**config.mk**
```make
export PLATFORM = sky130hd
export DESIGN_NAME = decode_stage_p
export DESIGN_NICKNAME = d
export VERILOG_FILES = /design/src/rtl/decode_pkg.sv /design/src/rtl/regfile_p.sv /design/src/rtl/decode_stage_p.sv
export SDC_FILE = /design/constraint.sdc
export NUM_CORES = 1
export LEC_CHECK = 0
export ABC_AREA = 1
export BUFFER_PORTS_ARGS = -buffer_cell sky130_fd_sc_hd__buf_2
export CORE_MARGIN = 4
export CORE_UTILIZATION = 40
export DETAILED_ROUTE_END_ITERATION = 8
export PLACE_DENSITY = 0.7
export SYNTH_ARGS = -nofsm -noshare
export SYNTH_HDL_FRONTEND = slang
export SYNTH_SLANG_ARGS = --single-unit
export TNS_END_PERCENT = 10
```
**constraint.sdc**
```tcl
create_clock -name clk -period 2.78 [get_ports clk]
set_input_delay 0.139 -clock clk [delete_from_list [all_inputs] [get_ports clk]]
set_output_delay 0.139 -clock clk [all_outputs]
set_load 0.02 [all_outputs]
```
**src/rtl/decode_pkg.sv**
```systemverilog
`default_nettype none
// ============================================================================
// Package  : decode_pkg
// Purpose  : Opcode / compare-code constants and width helper for decode_stage_p.
// Revision : 1.0
// ============================================================================
package decode_pkg;

  localparam logic [2:0] OP_BRANCH = 3'b011;
  localparam logic [2:0] OP_JR     = 3'b110;

  localparam logic [1:0] CMP_EQ = 2'b00;
  localparam logic [1:0] CMP_NE = 2'b01;
  localparam logic [1:0] CMP_LT = 2'b10;
  localparam logic [1:0] CMP_GE = 2'b11;

  function automatic int calc_ra_w(input int num_regs);
    return (num_regs > 1) ? $clog2(num_regs) : 1;
  endfunction

endpackage
`default_nettype wire

```
**src/rtl/regfile_p.sv**
```systemverilog
`default_nettype none
// ============================================================================
// Module   : regfile_p
// Purpose  : NUM_REGS x DATA_W register file, 3 read / 1 write, R0 = 0,
//            same-cycle write-through to the read ports.
// Revision : 1.0
// ============================================================================
module regfile_p
  import decode_pkg::*;
#(
  parameter int DATA_W   = 16,
  parameter int NUM_REGS = 8,
  parameter int RA_W     = calc_ra_w(NUM_REGS)
) (
  input  logic              clk,
  input  logic              rst_n,
  input  logic              we,
  input  logic [RA_W-1:0]   waddr,
  input  logic [DATA_W-1:0] wdata,
  input  logic [RA_W-1:0]   raddr1,
  input  logic [RA_W-1:0]   raddr2,
  input  logic [RA_W-1:0]   raddr3,
  output logic [DATA_W-1:0] rdata1,
  output logic [DATA_W-1:0] rdata2,
  output logic [DATA_W-1:0] rdata3
);

  logic [DATA_W-1:0] r_mem [NUM_REGS];
  logic [RA_W-1:0]   w_raddr [3];
  logic [DATA_W-1:0] w_rdata [3];

  assign w_raddr[0] = raddr1;
  assign w_raddr[1] = raddr2;
  assign w_raddr[2] = raddr3;
  assign rdata1     = w_rdata[0];
  assign rdata2     = w_rdata[1];
  assign rdata3     = w_rdata[2];

  always_ff @(posedge clk or negedge rst_n) begin
    if (!rst_n) begin
      for (int i = 0; i < NUM_REGS; i++) r_mem[i] <= '0;
    end else if (we && (waddr != '0)) begin
      r_mem[waddr] <= wdata;
    end
  end

  genvar g;
  for (g = 0; g < 3; g++) begin : g_rd
    assign w_rdata[g] = (w_raddr[g] == '0)                ? '0    :
                        (we && (w_raddr[g] == waddr))     ? wdata :
                                                            r_mem[w_raddr[g]];
  end

endmodule
`default_nettype wire

```
**src/rtl/decode_stage_p.sv**
```systemverilog
`default_nettype none
// ============================================================================
// Module   : decode_stage_p
// Purpose  : IF/ID register, register file, branch/JR resolution in ID with
//            NUM_FWD forwarding channels, load-use and operand hazard stalls.
// Revision : 1.0
// ============================================================================
module decode_stage_p
  import decode_pkg::*;
#(
  parameter int DATA_W   = 16,
  parameter int NUM_REGS = 8,
  parameter int NUM_FWD  = 2,
  parameter int RA_W     = calc_ra_w(NUM_REGS)
) (
  input  logic                      clk,
  input  logic                      rst_n,
  input  logic                      if_valid,
  input  logic [DATA_W-1:0]         if_pc,
  input  logic [15:0]               if_ir,
  input  logic                      wb_we,
  input  logic [RA_W-1:0]           wb_addr,
  input  logic [DATA_W-1:0]         wb_data,
  input  logic                      ex_reg_write,
  input  logic                      ex_mem_read,
  input  logic [RA_W-1:0]           ex_rd,
  input  logic [NUM_FWD-1:0]        fwd_valid,
  input  logic [NUM_FWD*RA_W-1:0]   fwd_rd,
  input  logic [NUM_FWD*DATA_W-1:0] fwd_data,
  output logic                      id_valid,
  output logic [DATA_W-1:0]         id_pc,
  output logic [15:0]               id_ir,
  output logic [RA_W-1:0]           rs1,
  output logic [RA_W-1:0]           rs2,
  output logic [RA_W-1:0]           rd,
  output logic [DATA_W-1:0]         rs1_data,
  output logic [DATA_W-1:0]         rs2_data,
  output logic [DATA_W-1:0]         rs3_data,
  output logic [DATA_W-1:0]         imm,
  output logic                      stall,
  output logic                      redirect,
  output logic [DATA_W-1:0]         redirect_pc
);

  logic              r_valid;
  logic [DATA_W-1:0] r_pc;
  logic [15:0]       r_ir;
  logic [1:0]        r_stall_cnt;

  logic [DATA_W-1:0] w_op1, w_op2, w_op3;
  logic [5:0]        w_imm_raw;
  logic              w_is_br, w_is_jr, w_cond;
  logic              w_hit1, w_hit2, w_hit3;
  logic              w_load_use, w_br_hazard;

  assign id_pc     = r_pc;
  assign id_ir     = r_ir;
  assign rs1       = r_ir[6 +: RA_W];
  assign rs2       = r_ir[9 +: RA_W];
  assign rd        = r_ir[3 +: RA_W];
  assign w_imm_raw = {r_ir[15:14], r_ir[5:3], 1'b0};
  assign imm       = {{(DATA_W-6){w_imm_raw[5]}}, w_imm_raw};

  regfile_p #(
    .DATA_W   (DATA_W),
    .NUM_REGS (NUM_REGS),
    .RA_W     (RA_W)
  ) u_regfile (
    .clk    (clk),
    .rst_n  (rst_n),
    .we     (wb_we),
    .waddr  (wb_addr),
    .wdata  (wb_data),
    .raddr1 (rs1),
    .raddr2 (rs2),
    .raddr3 (rd),
    .rdata1 (rs1_data),
    .rdata2 (rs2_data),
    .rdata3 (rs3_data)
  );

  // Descending scan so the lowest-index (youngest) matching channel wins.
  function automatic logic [DATA_W-1:0] fwd_pick(
    input logic [RA_W-1:0]           src,
    input logic [DATA_W-1:0]         rf_val,
    input logic [NUM_FWD-1:0]        f_valid,
    input logic [NUM_FWD*RA_W-1:0]   f_rd,
    input logic [NUM_FWD*DATA_W-1:0] f_data
  );
    logic [DATA_W-1:0] res;
    res = rf_val;
    for (int i = NUM_FWD - 1; i >= 0; i--) begin
      if (f_valid[i] && (f_rd[i*RA_W +: RA_W] == src)) res = f_data[i*DATA_W +: DATA_W];
    end
    if (src == '0) res = '0;
    return res;
  endfunction

  assign w_op1 = fwd_pick(rs1, rs1_data, fwd_valid, fwd_rd, fwd_data);
  assign w_op2 = fwd_pick(rs2, rs2_data, fwd_valid, fwd_rd, fwd_data);
  assign w_op3 = fwd_pick(rd,  rs3_data, fwd_valid, fwd_rd, fwd_data);

  assign w_is_br = (r_ir[2:0] == OP_BRANCH);
  assign w_is_jr = (r_ir[2:0] == OP_JR);

  always_comb begin
    w_cond = 1'b0;
    case (r_ir[13:12])
      CMP_EQ:  w_cond = (w_op1 == w_op2);
      CMP_NE:  w_cond = (w_op1 != w_op2);
      CMP_LT:  w_cond = ($signed(w_op1) <  $signed(w_op2));
      CMP_GE:  w_cond = ($signed(w_op1) >= $signed(w_op2));
      default: w_cond = 1'b0;
    endcase
  end

  assign w_hit1      = (rs1 != '0) && (ex_rd == rs1);
  assign w_hit2      = (rs2 != '0) && (ex_rd == rs2);
  assign w_hit3      = (rd  != '0) && (ex_rd == rd);
  assign w_load_use  = r_valid && ex_mem_read && (w_hit1 || w_hit2);
  assign w_br_hazard = r_valid && ex_reg_write &&
                       ((w_is_br && (w_hit1 || w_hit2)) || (w_is_jr && w_hit3));

  assign stall       = w_load_use || w_br_hazard || (r_stall_cnt != 2'd0);
  assign id_valid    = r_valid && !stall;
  assign redirect    = id_valid && ((w_is_br && w_cond) || w_is_jr);
  assign redirect_pc = w_is_jr ? w_op3 : (r_pc + imm);

  always_ff @(posedge clk or negedge rst_n) begin
    if (!rst_n) begin
      r_valid     <= 1'b0;
      r_pc        <= '0;
      r_ir        <= '0;
      r_stall_cnt <= 2'd0;
    end else begin
      // A branch whose operand is still being loaded needs a second stall cycle.
      if (r_stall_cnt != 2'd0)             r_stall_cnt <= r_stall_cnt - 2'd1;
      else if (w_br_hazard && ex_mem_read) r_stall_cnt <= 2'd1;

      if (!stall) begin
        r_valid <= if_valid && !redirect;
        r_pc    <= if_pc;
        r_ir    <= if_ir;
      end
    end
  end

endmodule
`default_nettype wire

```
==> impl_metrics.yaml <==
grt:
  grt_start_max_net_pins: 75
  busiest_layer: "met2"
  grt_remaining_overflow: 0
  use_met3: 0.0722
  grt_use_met1: 0.422
  met2_usage: 0.509
  grtUsageTotal: 0.323
  grt_pass1_vias: 15100
  antenna_found_initial: 6
  grt_pass1_wl_um: 89500
final_layout:
  layout-drive-gt1-share: 0.290
  syn_to_final_growth_pct: 40.1
  fin_area_um2: 18000
  finalNetCount: 2539
  final_cells: 2826
  fin_util: 0.569
placed_design:
  pre_cts_slack_ps: -819
  place.gp.congestion: 1.05
  io_buffers: 222
  dp.final_hpwl_um: 43800
  place_area_um2: 16200
  placed_cells: 2721
worst_setup_path:
  required_ps: 2640
  cpMaxStageDelayCell: "dfrtp_2"
  critical_path.most_common_cell: "nand2_2"
  reg2reg_depth: 26
  worst_path_largest_cell_delay_ps: 460
  crit_path_start_kind: "register"
  cp_data_arrival_time_ps: 3920
  worstPathMaxFanout: 8
  path_class: "reg2out"
  critPathCaptureType: "output port"
pwr:
  ir_worst_vdd_mv: 0.491
  power_leakage_nw: 9.05
  report.power.total_mw: 12.8
  power.density_nw_per_um2: 709
timing:
  fin_crit_sh: 1.46
  setup_slack_ps: -1280
  slew_viol_final: 0
  tightest_slew_ps: 819
  max_freq_mhz: 246
  rsz0062_at_grt: "yes"
  setup_violations: 12
  setup_tns_ps: -3370
  fin_hold_ws_ps: 28.6
  fin_worst_skew_ps: 10.5
  max_slew_margin: 0.453
  fin_crit_ps: 4060
  finalHoldViolations: 0
hold_path:
  holdPathStages: 3
  hold_path.class: "in2reg"
cts:
  tritoncts: "done"
  clk_path_buf_depth: 2
  cts_max_level: 4
  clock-sinks: 163
  clock_latency_ps: 450
  cts_root_buffer: "clkbuf_16"
  clk_pin_slew_ps: 70
  cts_buffers: 17
synthesis:
  ys_ff_latch: 163
  yosys-top-cells-area: "dfrtp_1 (32%), nand2_1 (13%), o21ai_0 (12%)"
  async_reset_ff_frac: 1.00
  synth_top_area_frac: 0.317
  synth_area_per_cell_um2: 6.51
  synthFlopType: "dfrtp_1"
  yosysSeqAreaShare: 0.317
  synth.distinct_cells: 44
  syn_area_um2: 12900
  synth_largest_area_cell: "dfrtp_1"
  syn_inst: 1975
  synth_edf_count: 0
  yosys_warnings: 0
  synth_fp_nets: 2106
drt:
  routedWlPerCell_um: 21.2
  first_pass_iters: 8
  totalWireLength_um: 59900
  drc: 1
  vias: 16400
  ant_nets: 0
  viasPerCell: 5.81
  drt_iter0_drc: 2066
job:
  cap_violations: 0
run_status:
  status: "finished, violations left"
  violations: "DRC, setup timing"
floorplanning:
  start_util: 0.406
  fp.dieH_um: 187
  coreArea_um2: 31600
  dieWidth_um: 187
  ios: 224
  die_area_um2: 35100
  rows: 65
==> power by group <==
group / leakage, nW / total [mW] / internal [mW] / switching (mW)
sequential: 2.02 / 3.11 / 2.75 / 0.364
combinational: 6.71 / 7.01 / 2.82 / 4.19
clock: 0.314 / 2.64 / 1.47 / 1.18
total: 9.05 / 12.8 / 7.03 / 5.73
==> path summary, 6_finish.rpt <==
kind                            slack (ps)                              from                               end
worst max-delay path                 -1280              id_ir[6]$_DFFE_PN0N_                          redirect
worst min register to register         400  u_regfile.r_mem[122]$_DFFE_PN0P_  u_regfile.r_mem[122]$_DFFE_PN0P_
worst min-delay path                    30                       wb_data[13]   u_regfile.r_mem[13]$_DFFE_PN0P_
min in group asynchronous              190                             rst_n  u_regfile.r_mem[122]$_DFFE_PN0P_
max in group asynchronous             1790                             rst_n  u_regfile.r_mem[116]$_DFFE_PN0P_
worst max register to register        -640              id_ir[6]$_DFFE_PN0N_               r_valid$_DFFE_PN0N_
==> routing by layer <==
metal / part of all wire / vias up
met2: 0.44 / 1111
met1: 0.39 / 7591
met5: 0.00043 / -
li1: - / 7495
met4: 0.057 / 4
met3: 0.11 / 205
==> Yosys cell counts (2+ instances only) <==
cell / count
o21bai_1: 6
xor2_1: 8
nor3_1: 5
ha_1: 30
a31oi_1: 20
nand2_1: 430
buf_2: 43
a22oi_1: 4
o21a_1: 2
o31ai_1: 2
buf_1: 4
nand4_1: 4
nand3_1: 179
o21ai_1: 2
o211ai_1: 36
dfrtp_1: 163
or2_2: 4
o21ai_0: 306
o22ai_1: 11
a211oi_1: 7
clkbuf_1: 92
buf_6: 6
nor2_1: 138
nand3_2: 2
inv_1: 161
buf_4: 35
or2_0: 4
xnor2_1: 9
o221ai_1: 7
inv_2: 5
nand3b_1: 14
a21oi_1: 224
==> registers in the layout (all words and copies together), names as in the netlist <==
signal / cells
id_pc: 16
r_valid: 1
u_regfile.r_mem: 128
id_ir: 16
r_stall_cnt: 2
==> logic make-up after synthesis <==
group	Yosys count	synth area share
adder cells (fa/ha/maj)	31	0.0308
flip-flops	163	0.317
XOR/XNOR	17	0.0116
buffers and inverters	347	0.119
other	1	0.000292
AND/OR/NAND/NOR	783	0.255
AO/OA/AOI/OAI	633	0.266
==> cells in the final DEF, fill, tap and decap left out, types with 10 or more instances in the layout <==
master,count
dlygate4sd3_1,32
inv_1,154
o22ai_1,10
o211ai_1,36
nor2_1,131
buf_2,220
dfrtp_1,153
nand3_1,171
o21ai_0,277
buf_6,16
o21ai_1,28
a21oi_1,208
buf_4,287
nand2_1,410
nand3b_1,14
nand2_2,19
buf_12,29
a21oi_2,15
clkbuf_16,22
ha_1,29
nand3_2,10
dfrtp_2,10
==> critical path, delay by kind of cell (launching register included) <==
kind	cells	cell delay, ps
AND/OR/NAND/NOR	16	1410
AO/OA/AOI/OAI	6	700
adder cells (fa/ha/maj)	1	340
buffers and inverters	4	560
flip-flops	1	460
==> repair_timing <==
action	CTS	global route
gates resized for setup	43	101
pin swaps	5	42
hold buffers	32	0
setup buffers	9	24
setup endpoints to repair	19	21
endpoints found under the hold margin	66	0
gates cloned	0	5
==> layout make-up <==
type                       count  area (um^2)
fill                        2940        13600
clock buffer                  17          425
clock inverter                15          218
multi-input combinational   1465         7580
sequential                   163         4090
antenna                        3         7.51
timing repair buffer         594         4540
tap                          402          503
inverter                     167          648
(Power assumes the default switching activity.)
